**src/rtl/rsu_cmd_sequencer.sv**
```systemverilog
// rsu_cmd_sequencer: parses UART 'S'/'C' frames and sequences remote-update CSR writes/reads.
// Optional feature: define RSU_CMD_ACK_EN to reply 'K' on accepted and 'E' on rejected 'S' frames.
module rsu_cmd_sequencer #(
    parameter int unsigned CLOCK      = 100_000_000,
    parameter int unsigned RX_TIMEOUT = 10,
    parameter logic [7:0]  UNLOCK_KEY = 8'h93
) (
    input  logic        inclk,
    input  logic        reset,
    input  logic        rx_valid,
    input  logic [7:0]  rx_data,
    input  logic        tx_ready,
    output logic        tx_valid,
    output logic [7:0]  tx_data,
    input  logic        ru_busy,
    output logic        ru_write,
    output logic        ru_read,
    output logic [2:0]  ru_addr,
    output logic [31:0] ru_wdata,
    input  logic [31:0] ru_rdata,
    output logic        cur_img,
    output logic        err
);
    localparam int unsigned LIMIT = RX_TIMEOUT * (CLOCK / 1_000_000);

    typedef enum logic [3:0] {
        IDLE, GET_ARG, GET_KEY, WR_SEL, WR_TRIG, RD_REQ, RD_WAIT, TX_HDR, TX_STAT, ACK, ERR, NAK
    } state_t;

    state_t      state, state_n;
    logic        arg_img, arg_trig;
    logic [7:0]  stat;
    logic [31:0] timer;
    logic [2:0]  addr_q;
    logic [31:0] wdata_q;
    logic        waiting, timeout;
    logic        unused_rdata;

    assign unused_rdata = ^ru_rdata[31:8];
    assign waiting = state == GET_ARG || state == GET_KEY;
    assign timeout = LIMIT != 0 && waiting && timer == LIMIT - 1;

    always_ff @(posedge inclk or posedge reset) begin
        if (reset) begin
            state    <= IDLE;
            arg_img  <= 1'b0;
            arg_trig <= 1'b0;
            stat     <= 8'h00;
            timer    <= '0;
            addr_q   <= 3'd0;
            wdata_q  <= 32'h0;
            cur_img  <= 1'b0;
        end else begin
            state <= state_n;
            timer <= (rx_valid || !waiting) ? '0 : timer + 1;
            if (state == GET_ARG && rx_valid) begin
                arg_img  <= rx_data[0];
                arg_trig <= rx_data[2];
            end
            if (state == RD_WAIT && !ru_busy) stat <= ru_rdata[7:0];
            if (ru_write || ru_read) begin
                addr_q  <= ru_addr;
                wdata_q <= ru_wdata;
            end
            if (state == WR_SEL && !ru_busy) cur_img <= arg_img;
        end
    end

    // Address/data show the new access only on its strobe cycle, otherwise the last access.
    always_comb begin
        state_n  = state;
        ru_write = 1'b0;
        ru_read  = 1'b0;
        ru_addr  = addr_q;
        ru_wdata = wdata_q;
        tx_valid = 1'b0;
        tx_data  = 8'h00;
        err      = 1'b0;
        case (state)
            IDLE:    if (rx_valid) state_n = rx_data == 8'h53 ? GET_ARG : (rx_data == 8'h43 ? RD_REQ : IDLE);
            GET_ARG: if (timeout) state_n = ERR;
                     else if (rx_valid) state_n = |rx_data[7:3] ? ERR : GET_KEY;
            GET_KEY: if (timeout) state_n = ERR;
                     else if (rx_valid) state_n = rx_data == UNLOCK_KEY ? WR_SEL : ERR;
            WR_SEL: if (!ru_busy) begin
                ru_write = 1'b1;
                ru_addr  = 3'd1;
                ru_wdata = {30'b0, arg_img, 1'b1};
                state_n  = arg_trig ? WR_TRIG : ACK;
            end
            WR_TRIG: if (!ru_busy) begin
                ru_write = 1'b1;
                ru_addr  = 3'd0;
                ru_wdata = 32'h1;
                state_n  = ACK;
            end
            RD_REQ: if (!ru_busy) begin
                ru_read = 1'b1;
                ru_addr = 3'd2;
                state_n = RD_WAIT;
            end
            RD_WAIT: if (!ru_busy) state_n = TX_HDR;
            TX_HDR: begin
                tx_valid = 1'b1;
                tx_data  = 8'h43;
                if (tx_ready) state_n = TX_STAT;
            end
            TX_STAT: begin
                tx_valid = 1'b1;
                tx_data  = stat;
                if (tx_ready) state_n = IDLE;
            end
`ifdef RSU_CMD_ACK_EN
            ACK: begin
                tx_valid = 1'b1;
                tx_data  = 8'h4B;
                if (tx_ready) state_n = IDLE;
            end
            ERR: begin
                err     = 1'b1;
                state_n = NAK;
            end
            NAK: begin
                tx_valid = 1'b1;
                tx_data  = 8'h45;
                if (tx_ready) state_n = IDLE;
            end
`else
            ACK: state_n = IDLE;
            ERR: begin
                err     = 1'b1;
                state_n = IDLE;
            end
`endif
            default: state_n = IDLE;
        endcase
    end
endmodule

```
**config.mk**
```make
export PLATFORM = sky130hd
export DESIGN_NAME = rsu_cmd_sequencer
export DESIGN_NICKNAME = d
export VERILOG_FILES = /design/src/rtl/rsu_cmd_sequencer.sv
export SDC_FILE = /design/constraint.sdc
export NUM_CORES = 1
export LEC_CHECK = 0
export ABC_CLOCK_PERIOD_IN_PS = 6600
export BUFFER_PORTS_ARGS = -buffer_cell sky130_fd_sc_hd__buf_2
export CAP_MARGIN = 15
export CORE_AREA = 5 5 67 129
export DETAILED_ROUTE_END_ITERATION = 6
export DIE_AREA = 0 0 72 134
export PLACE_DENSITY = 0.84
export SETUP_SLACK_MARGIN = 0.5
export SLEW_MARGIN = 20
export SYNTH_ARGS = -nofsm -noshare
export SYNTH_HDL_FRONTEND = slang
export SYNTH_SLANG_ARGS = --single-unit
```
**constraint.sdc**
```tcl
create_clock -name inclk -period 6.6 [get_ports inclk]
set_input_delay 0.99 -clock inclk [delete_from_list [all_inputs] [get_ports inclk]]
set_output_delay 0.99 -clock inclk [all_outputs]
set_load 0.01 [all_outputs]
```
==> key figures <==
Clock tree
  – H-tree depth: 3
  – Worst-path clk slew: around 0.06 ns
  – Clock Path Buffers: 2
  – Post-CTS setup buffer count: 0
  – CTS tree: built
  – Resize count post-CTS: 0
  – Sink Count: 82
  – Post-CTS Hold Fix Bufs: 0
  – Root Driver: clkbuf_16
  – TritonCTS Buffers: 9
  – Clk_lat worst skew: 0.34 ns

Final layout
  – Most common cell after layout, fill and taps aside: dfrtp_1
  – Antenna cell count: 0
  – Syn-to-layout area delta: 17.3%
  – Highest-count cells in the layout ignoring fill and taps: dfrtp_1 (82), and2_1 (68), buf_2 (68), nor2_1 (40), nand2_1 (27)
  – Multi-input gate area: ~1800 µm²
  – Filler cell count: 594
  – Share of layout cells above drive strength 1: 22.7%
  – Final nets: 499
  – Sequential cell area: 2050 µm²

Global routing
  – Antenna violations before repair: 0
  – Largest net degree at the start of global routing: 83
  – First-pass GRT wire length: roughly 14000 µm
  – Vias in the first global route: 3047
  – GR Util All Layers: a little under a fifth
  – GRT overflow: 0

Timing
  – Setup WS post-layout: 3.01 ns
  – Fmax: about 280 MHz
  – Worst-margin pin slew: around 1.1 ns
  – RSZ-0062 raised after global routing: false
  – Hold Vio Cnt, Final: 0
  – Setup violations, final: 0
  – Slew margin rel.: 26.0%
  – Skew final: between 0.01 and 0.015 ns
  – Setup TNS: 0 ns
  – Period utilisation layout: 54.4%
  – Period minus WS final: ~3.6 ns
  – Final-report max-slew violation count: 0

Hold path
  – Hold Path Class: reg2reg

Floorplan
  – Die X: 72 µm
  – Core area: 7540 µm²
  – Initial Util: ~53%
  – Die area: between 9000 and 10000 µm²
  – # IOs: 93
  – Row cnt: 45
  – Die Height: 134 µm

Route
  – DRT Pass-1 Iters: 4
  – DRT antenna net count: 0
  – DRC Markers: 0
  – Final wirelength: approximately 8400 µm
  – Routed vias: 3021
  – First DRT Iteration DRCs: 223
  – Vias per inst: 5.47
  – Routed len/inst: between 15 and 20 µm

Placed design
  – HPWL after DPL: 5770 µm
  – Setup WS pre-CTS: 3.17 ns
  – Number of port buffers: 68
  – Gpl congestion: 0.833

Logic synthesis
  – Largest family of logic cells by synthesized area: simple AND/OR/NAND/NOR gates
  – Complex-gate fraction of the synthesized area: 5.26%
  – Simple-Gate Fraction of Synth Area: 29.7%
  – Synthesized area per cell: 10.1 µm²
  – Synth Area in XOR/XNOR: 6.61%
  – Syn nets: between 400 and 500
  – Post-Synth Adder-Cell Area: 0.315%
  – Netlist cell types: 45
  – Number of flops mapped to enable cells by yosys: 0
  – YS warnings: 0
  – Yosys reg bits: 82
  – Mapped Cells: 393
  – Mux contribution to synthesized area: 3.40%
  – Post-synthesis sequential area ratio: 51.6%
  – Top FF cell, synth: dfrtp_1
  – FFs w/ async S/R, synth: 100%
  – Cell area after synthesis: 3980 µm²

Status
  – Status: complete, no violations

Critical path
  – Critical-path top delay cell: dfrtp_1
  – CP startpoint kind: flop
  – Critical setup path kind: reg2out
  – Crit-path max cell delay: 0.70 ns
  – Critical Path Most Common Cell: nand2_1
  – Crit path DAT: approximately 2.6 ns
  – Critical path, cell by cell: nand2_1 > o22ai_1 > nand2_1 > buf_4 > and2_1 > buf_2
  – Critical Path RT: ~5.6 ns
  – Worst-path maximum fanout: 50
  – CP endpoint kind: output pin

Power and ir drop
  – Power Dens Cells: roughly 240 nW/µm²
  – Pleak: ~0.0024 µW
  – Pwr Total: 1110 µW
  – IR Drop Worst-Case VDD: approximately 0.16 mV

Flow run
  – Max-Cap Viols: 0
cell usage after synthesis, types with 2 or more instances:
| cell | number | area (µm²) |
|---|---|---|
| dfrtp_1 | 82 | 2050 |
| clkbuf_1 | 14 | 52.6 |
| nor4b_1 | 4 | 35.0 |
| nand3_1 | 16 | 80.1 |
| nand3b_1 | 2 | 15.0 |
| nand2_1 | 27 | 101 |
| nor4_1 | 5 | 31.3 |
| mux2_2 | 11 | 124 |
| nand2b_1 | 7 | 43.8 |
| a21oi_1 | 3 | 15.0 |
| buf_2 | 7 | 35.0 |
| and3_1 | 10 | 62.6 |
| and2_1 | 68 | 425 |
| a22o_1 | 3 | 26.3 |
| nor2_1 | 40 | 150 |
| xor2_1 | 26 | 228 |
| o31ai_1 | 2 | 15.0 |
| or3_1 | 2 | 12.5 |
| nor3_1 | 3 | 15.0 |
| nand4_1 | 17 | 106 |
| a22oi_1 | 2 | 15.0 |
| o21ai_0 | 6 | 30.0 |
| inv_1 | 7 | 26.3 |
| xnor2_1 | 4 | 35.0 |
| and3b_1 | 2 | 17.5 |
| and4_1 | 4 | 35.0 |
registers in the layout, indices dropped and copies added, names as in the netlist:
| name | count |
|---|---|
| cur_img | 1 |
| timer | 32 |
| arg_img | 1 |
| arg_trig | 1 |
| state | 4 |
| stat | 8 |
| wdata_q | 32 |
| addr_q | 3 |
cells by family (layout without fill, tap and decap cells):
group / count (synthesis) / in the layout
DFF: 82 / 82
muxes: 12 / 12
AOI/OAI and AO/OA: 27 / 27
and+or+nand+nor: 212 / 212
xor gates and xnor gates: 30 / 30
buffers and inverters: 29 / 94
adders and majority gates: 1 / 1
critical path, delay by kind of cell, from the launching register on:
family | cells | cell delay (ns)
buffers and inverters | 2 | 0.49
AOI/OAI and AO/OA | 1 | 0.25
DFF | 1 | 0.70
and+or+nand+nor | 3 | 0.79
power by group:
part	switching (µW)	internal (µW)
Clock	197	276
Combinational	49.8	39.2
Sequential	23.2	523
Total	270	839
metal layers:
metal	global-route usage, %	part of all wire [%]
met1	20.9	37
met2	32.8	54
met3	4.05	5.1
met4	9.31	3.3
met5	0	0
path summary, 6_finish.rpt:
check	startpoint	endpoint	cells past startpoint	slack (ns)
setup / recovery	state[0]	ru_wdata[18]	6	3.01
hold / removal	wdata_q[0]	wdata_q[0]	1	0.47
setup reg to reg	state[0]	state[2]	5	3.82
hold reg to reg	wdata_q[0]	wdata_q[0]	1	0.47
max in group asynchronous	reset	wdata_q[6]	3	5.25
min in group asynchronous	reset	wdata_q[22]	3	0.84
layout make-up:
class,instances,share of cell area [%]
flip-flops and latches,82,44.0
multi-input cells,282,38.8
repair buffers,71,7.86
clock buffers,11,5.42
well taps,94,2.52
clock inverters,5,0.832
inverters,7,0.563
stage by stage:
step	cell area [µm²]	hold slack, ns	util (%)	std cells
2_1_floorplan	3980	0.425	-	393
3_3_place_gp	4360	0.444	57.8	536
3_5_place_dp	4360	0.461	57.8	536
4_1_cts	4650	0.479	61.7	552
5_1_grt	4660	0.486	61.8	552
6_report	4660	0.474	61.8	552
(Power assumes the default switching activity.)
